### config.mk
export PLATFORM = sky130hd
export DESIGN_NAME = pipe_elastic
export DESIGN_NICKNAME = d
export VERILOG_FILES = /design/src/rtl/pipe_pkg.sv /design/src/rtl/pipe_skid_stage.sv /design/src/rtl/pipe_elastic.sv
export SDC_FILE = /design/constraint.sdc
export NUM_CORES = 1
export LEC_CHECK = 0
export CORE_UTILIZATION = 32
export CTS_CLUSTER_SIZE = 12
export DETAILED_ROUTE_END_ITERATION = 10
export PLACE_DENSITY = 0.61
export SYNTH_ARGS = -nofsm -noshare
export SYNTH_HDL_FRONTEND = slang
export SYNTH_SLANG_ARGS = --single-unit
export TNS_END_PERCENT = 100
### constraint.sdc
create_clock -name clk -period 4.49 [get_ports clk]
set_input_delay 0.449 -clock clk [delete_from_list [all_inputs] [get_ports clk]]
set_output_delay 0.449 -clock clk [all_outputs]
set_load 0.02 [all_outputs]
### src/rtl/pipe_pkg.sv
// Shared types and helpers for the elastic pipeline slice.
package pipe_pkg;

  typedef enum logic [1:0] {
    ST_EMPTY,
    ST_ONE,
    ST_FULL
  } skid_st_e;

  function automatic int unsigned occ_w(input int unsigned depth);
    return $clog2(2 * depth + 1);
  endfunction

endpackage

### src/rtl/pipe_skid_stage.sv
// One two-entry skid stage: main register drives the output, skid absorbs the
// beat accepted while downstream stalls. Ready depends only on local state.
module pipe_skid_stage
  import pipe_pkg::*;
#(
  parameter int unsigned WIDTH      = 33,
  parameter bit          CLEAR_DATA = 1'b0
) (
  input  logic             clk,
  input  logic             reset,
  input  logic             flush,
  input  logic             in_valid,
  output logic             in_ready,
  input  logic [WIDTH-1:0] in_data,
  output logic             out_valid,
  input  logic             out_ready,
  output logic [WIDTH-1:0] out_data
);

  skid_st_e         state;
  skid_st_e         state_nxt;
  logic [WIDTH-1:0] main_q;
  logic [WIDTH-1:0] skid_q;
  logic             accept;
  logic             drain;

  assign accept    = in_valid && in_ready && !flush;
  assign drain     = out_valid && out_ready;
  assign out_valid = (state != ST_EMPTY);
  assign out_data  = main_q;

  always_comb begin
    state_nxt = state;
    case (state)
      ST_EMPTY: if (accept) state_nxt = ST_ONE;
      ST_ONE: begin
        if (accept && !drain)      state_nxt = ST_FULL;
        else if (drain && !accept) state_nxt = ST_EMPTY;
      end
      ST_FULL:  if (drain) state_nxt = ST_ONE;
      default:  state_nxt = ST_EMPTY;
    endcase
  end

  // in_ready is a flop loaded with the decode of the next state, so upstream
  // never sees a combinational path from out_ready.
  always_ff @(posedge clk) begin
    if (reset || flush) begin
      state    <= ST_EMPTY;
      in_ready <= 1'b1;
    end else begin
      state    <= state_nxt;
      in_ready <= (state_nxt != ST_FULL);
    end
  end

  always_ff @(posedge clk) begin
    if (CLEAR_DATA && (reset || flush)) begin
      main_q <= '0;
      skid_q <= '0;
    end else begin
      case (state)
        ST_EMPTY: if (accept) main_q <= in_data;
        ST_ONE: begin
          if (accept && drain) main_q <= in_data;
          else if (accept)     skid_q <= in_data;
        end
        ST_FULL:  if (drain) main_q <= skid_q;
        default: ;
      endcase
    end
  end

endmodule

### src/rtl/pipe_elastic.sv
// DEPTH cascaded skid stages with valid/ready, flush and a held-beat counter;
// drop-in replacement for the fixed inter-stage pipeline registers.
module pipe_elastic
  import pipe_pkg::*;
#(
  parameter int unsigned WIDTH      = 33,
  parameter int unsigned DEPTH      = 1,
  parameter bit          CLEAR_DATA = 1'b0
) (
  input  logic                      clk,
  input  logic                      reset,
  input  logic                      flush,
  input  logic                      in_valid,
  output logic                      in_ready,
  input  logic [WIDTH-1:0]          in_data,
  output logic                      out_valid,
  input  logic                      out_ready,
  output logic [WIDTH-1:0]          out_data,
  output logic [occ_w(DEPTH)-1:0]   occupancy
);

  localparam int unsigned OW = occ_w(DEPTH);

  logic [DEPTH:0]   valid_c;
  logic [DEPTH:0]   ready_c;
  logic [WIDTH-1:0] data_c [DEPTH+1];
  logic             in_xfer;
  logic             out_xfer;

  assign valid_c[0]     = in_valid;
  assign data_c[0]      = in_data;
  assign in_ready       = ready_c[0];
  assign out_valid      = valid_c[DEPTH];
  assign out_data       = data_c[DEPTH];
  assign ready_c[DEPTH] = out_ready;

  for (genvar k = 0; k < DEPTH; k++) begin : g_stage
    pipe_skid_stage #(
      .WIDTH      (WIDTH),
      .CLEAR_DATA (CLEAR_DATA)
    ) u_stage (
      .clk       (clk),
      .reset     (reset),
      .flush     (flush),
      .in_valid  (valid_c[k]),
      .in_ready  (ready_c[k]),
      .in_data   (data_c[k]),
      .out_valid (valid_c[k+1]),
      .out_ready (ready_c[k+1]),
      .out_data  (data_c[k+1])
    );
  end

  assign in_xfer  = in_valid && in_ready && !flush;
  assign out_xfer = out_valid && out_ready;

  always_ff @(posedge clk) begin
    if (reset || flush) begin
      occupancy <= '0;
    end else if (in_xfer && !out_xfer) begin
      occupancy <= occupancy + OW'(1);
    end else if (out_xfer && !in_xfer) begin
      occupancy <= occupancy - OW'(1);
    end
  end

  occ_bound: assert property (@(posedge clk) disable iff (reset)
    32'(occupancy) <= 2 * DEPTH);

  data_hold: assert property (@(posedge clk) disable iff (reset || flush)
    (out_valid && !out_ready) |=> (out_valid && $stable(out_data)));

endmodule

==> qor.yml <==
logic_synthesis:
  ys_warn_count: 0
  synthCells: 135
  synth_xor_area_share_pct: 0.624
  synth_top_family_by_area: "multiplexers"
  synth_seq_cells: 71
  yosysSeqAreaShare_pct: 74.2
  synth.distinct_cells: 24
  synthAdderAreaFrac_pct: 1.34
  syn_nets: 176
  netlist_area_sq_mm: 0.00281
  synthMuxAreaShare_pct: 17.3
  yosys.area_share.simple_pct: 3.21
  syn_area_per_cell_sq_um: 20.8
  synth_compound_area_share_pct: 1.38
clocking:
  cts-buffers-inserted: 9
  cts_resized: 0
  holdBufCountCts: 0
  cts_setup_buffers: 0
  cts.sinks: 71
  h-tree-depth: 3
  cts-root-buf: "clkbuf_8"
  cts.path.max_buffers: 2
  clkTransAtPathRegs_ns: 0.07
  cts_tree: "yes"
  clk_latency_ns: 0.34
place:
  place_ws_ns: 2.08
  port_buffers: 74
  place_congestion: 0.682
  dpl.hpwl_um: 3070
floorplanning:
  die_w_um: 95.7
  core_sq_mm: 0.00834
  dieArea_sq_mm: 0.00915
  rows: 33
  pin_count: 75
  die_h_um: 95.7
  start_util_pct: 33.6
global_route:
  grt_max_degree: 34
  grt_pass1_vias: 1442
  grt-ovfl-total: 0
  antenna_found_initial: 0
  grt_pass1_wl_um: 7070
  grt.total_usage_pct: 10.9
critical_path:
  startpoint_type: "input pin"
  critical_path.endpoint_type: "flip-flop"
  crit_fanout: 33
  worst-setup-path-type: "in -> reg"
  cp_cell_sequence: "clkdlybuf4s50_1 -> nand3b_1 -> inv_1 -> ha_1 -> nor3b_2 -> buf_4"
  slowest_delay_ns: 0.49
  slowest_stage: "clkdlybuf4s50_1"
  required_ns: 4.47
  cp.arrival_ns: 2.05
hold_path:
  hp-class: "reg -> reg"
route:
  wl_um: 4600
  vias_per_cell: 4.29
  drt-wirelength-per-cell_um: 14.0
  drcViolationCount: 0
  num_vias: 1410
  dr.pass1.iters: 3
  drt_iter0_drc: 39
  ant_nets: 0
final_layout:
  syn2layout_area_growth_pct: 38.8
  antenna_cells: 0
  drive_gt1_share_pct: 24.1
  finalNetCount: 260
timing:
  layout_min_cycle_time_ns: 2.06
  skew_ns: 0.00678
  fin_ws_ns: 2.43
  rsz0062_at_grt: "false"
  tns_ns: 0
  tightest_slew_ns: 0.509
  final_hold_viol_count: 0
  relSlewSlack_pct: 66.0
  max_freq_ghz: 0.484
  slew_violations: 0
  finalSetupViolations: 0
  finalCritPeriodShare_pct: 46.0
power_and_ir_drop:
  leakage_nw: 1.39
  irDropWorstVdd_mv: 0.157
  powerDensity_mw_per_mm2: 376
flow_run:
  drv_cap: 0
run_status:
  status: "finished clean"
[layout by cell type, fill, tap and decap left out, types with 3 or more instances in the layout]
cell,Yosys,final
clkdlybuf4s50_1,0,74
edfxtp_1,66,66
mux2_4,30,30
clkbuf_8,0,9
dfxtp_1,5,5
mux2_2,3,3
inv_1,3,3
ha_1,3,3
bufinv_16,0,3
buf_4,0,3
[power breakdown]
part / leakage [nW] / internal (W) / switching (W)
logic: 0.630 / 0.0000750 / 0.0000502
clock network: 0.118 / 0.000365 / 0.000226
registers: 0.647 / 0.000743 / 0.00000497
[stage by stage]
stage | hold WS [ns] | util [%] | std cells | total power (W) | cell area, sq um
floorplan | 0.523 | - | 135 | 0.000818 | 2810
global placement | 0.489 | 43.9 | 313 | 0.000889 | 3660
detailed placement | 0.505 | 43.9 | 313 | 0.000889 | 3660
CTS | 0.517 | 46.7 | 329 | 0.00148 | 3900
global route | 0.546 | 46.7 | 329 | 0.00152 | 3900
finish | 0.516 | 46.7 | 329 | 0.00146 | 3900
[worst paths after layout]
| check | from | to | slack (ns) | depth (start not counted) |
|---|---|---|---|---|
| min reg2reg | occupancy[1]$_SDFFE_PP0P_ | occupancy[1]$_SDFFE_PP0P_ | 0.52 | 2 |
| max | flush | g_stage[0].u_stage.skid_q[1]$_DFFE_PP_ | 2.43 | 6 |
| max reg2reg | g_stage[0].u_stage.state[0]$_SDFF_PP0_ | g_stage[0].u_stage.skid_q[1]$_DFFE_PP_ | 2.48 | 6 |
| min | occupancy[1]$_SDFFE_PP0P_ | occupancy[1]$_SDFFE_PP0P_ | 0.52 | 2 |
[critical path: cells and delay by family]
| family | cells | cell delay, ns |
|---|---|---|
| buffers and inverters | 3 | 1.00 |
| and+or+nand+nor | 2 | 0.38 |
| adders and majority gates | 1 | 0.21 |
[cells by family (layout without fill, tap and decap cells)]
group,count (synthesis),after routing
compound gates,5,5
xor+xnor,2,2
fa+ha+maj,3,3
buf+inv,7,96
flops,71,71
mux,33,33
simple gates,14,14
[layout make-up]
type | count | area [sq um]
clock buffers | 9 | 124
clock inverters | 7 | 111
fillers | 719 | 4440
inverters | 3 | 11.3
multi-input cells | 57 | 673
flip-flops and latches | 71 | 2080
well taps | 105 | 131
repair buffers | 77 | 763
[cells in the mapped netlist, drive strengths merged]
cell,number,area (sq um)
o21ai,1,5.00
o31a,1,8.76
inv,3,11.3
a211o,1,8.76
and2,2,15.0
or2,1,6.26
nor3b,2,15.0
nand3b,1,7.51
a21boi,1,7.51
nor3,1,5.00
dfxtp,5,100
buf,4,45.0
mux2,33,484
a22o,1,8.76
nand2,2,7.51
ha,3,37.5
xor2,2,17.5
edfxtp,66,1980
or3,1,6.26
nor2b,2,20.0
nor2,2,7.51
[metal layers]
metal,track usage (%),up-vias,wire length (um)
li1,-,684,-
met1,13.0,668,2090
met2,16.4,49,2070
met3,4.31,9,355
met4,6.72,0,90
met5,0,-,0
[sequential cells by signal (all words and copies together), names as in the netlist]
name                      cells
g_stage.u_stage.state         2
g_stage.u_stage.skid_q       33
occupancy                     2
g_stage.u_stage.out_data     33
g_stage.u_stage.in_ready      1
Note: power is estimated with default switching activity, not from simulation.
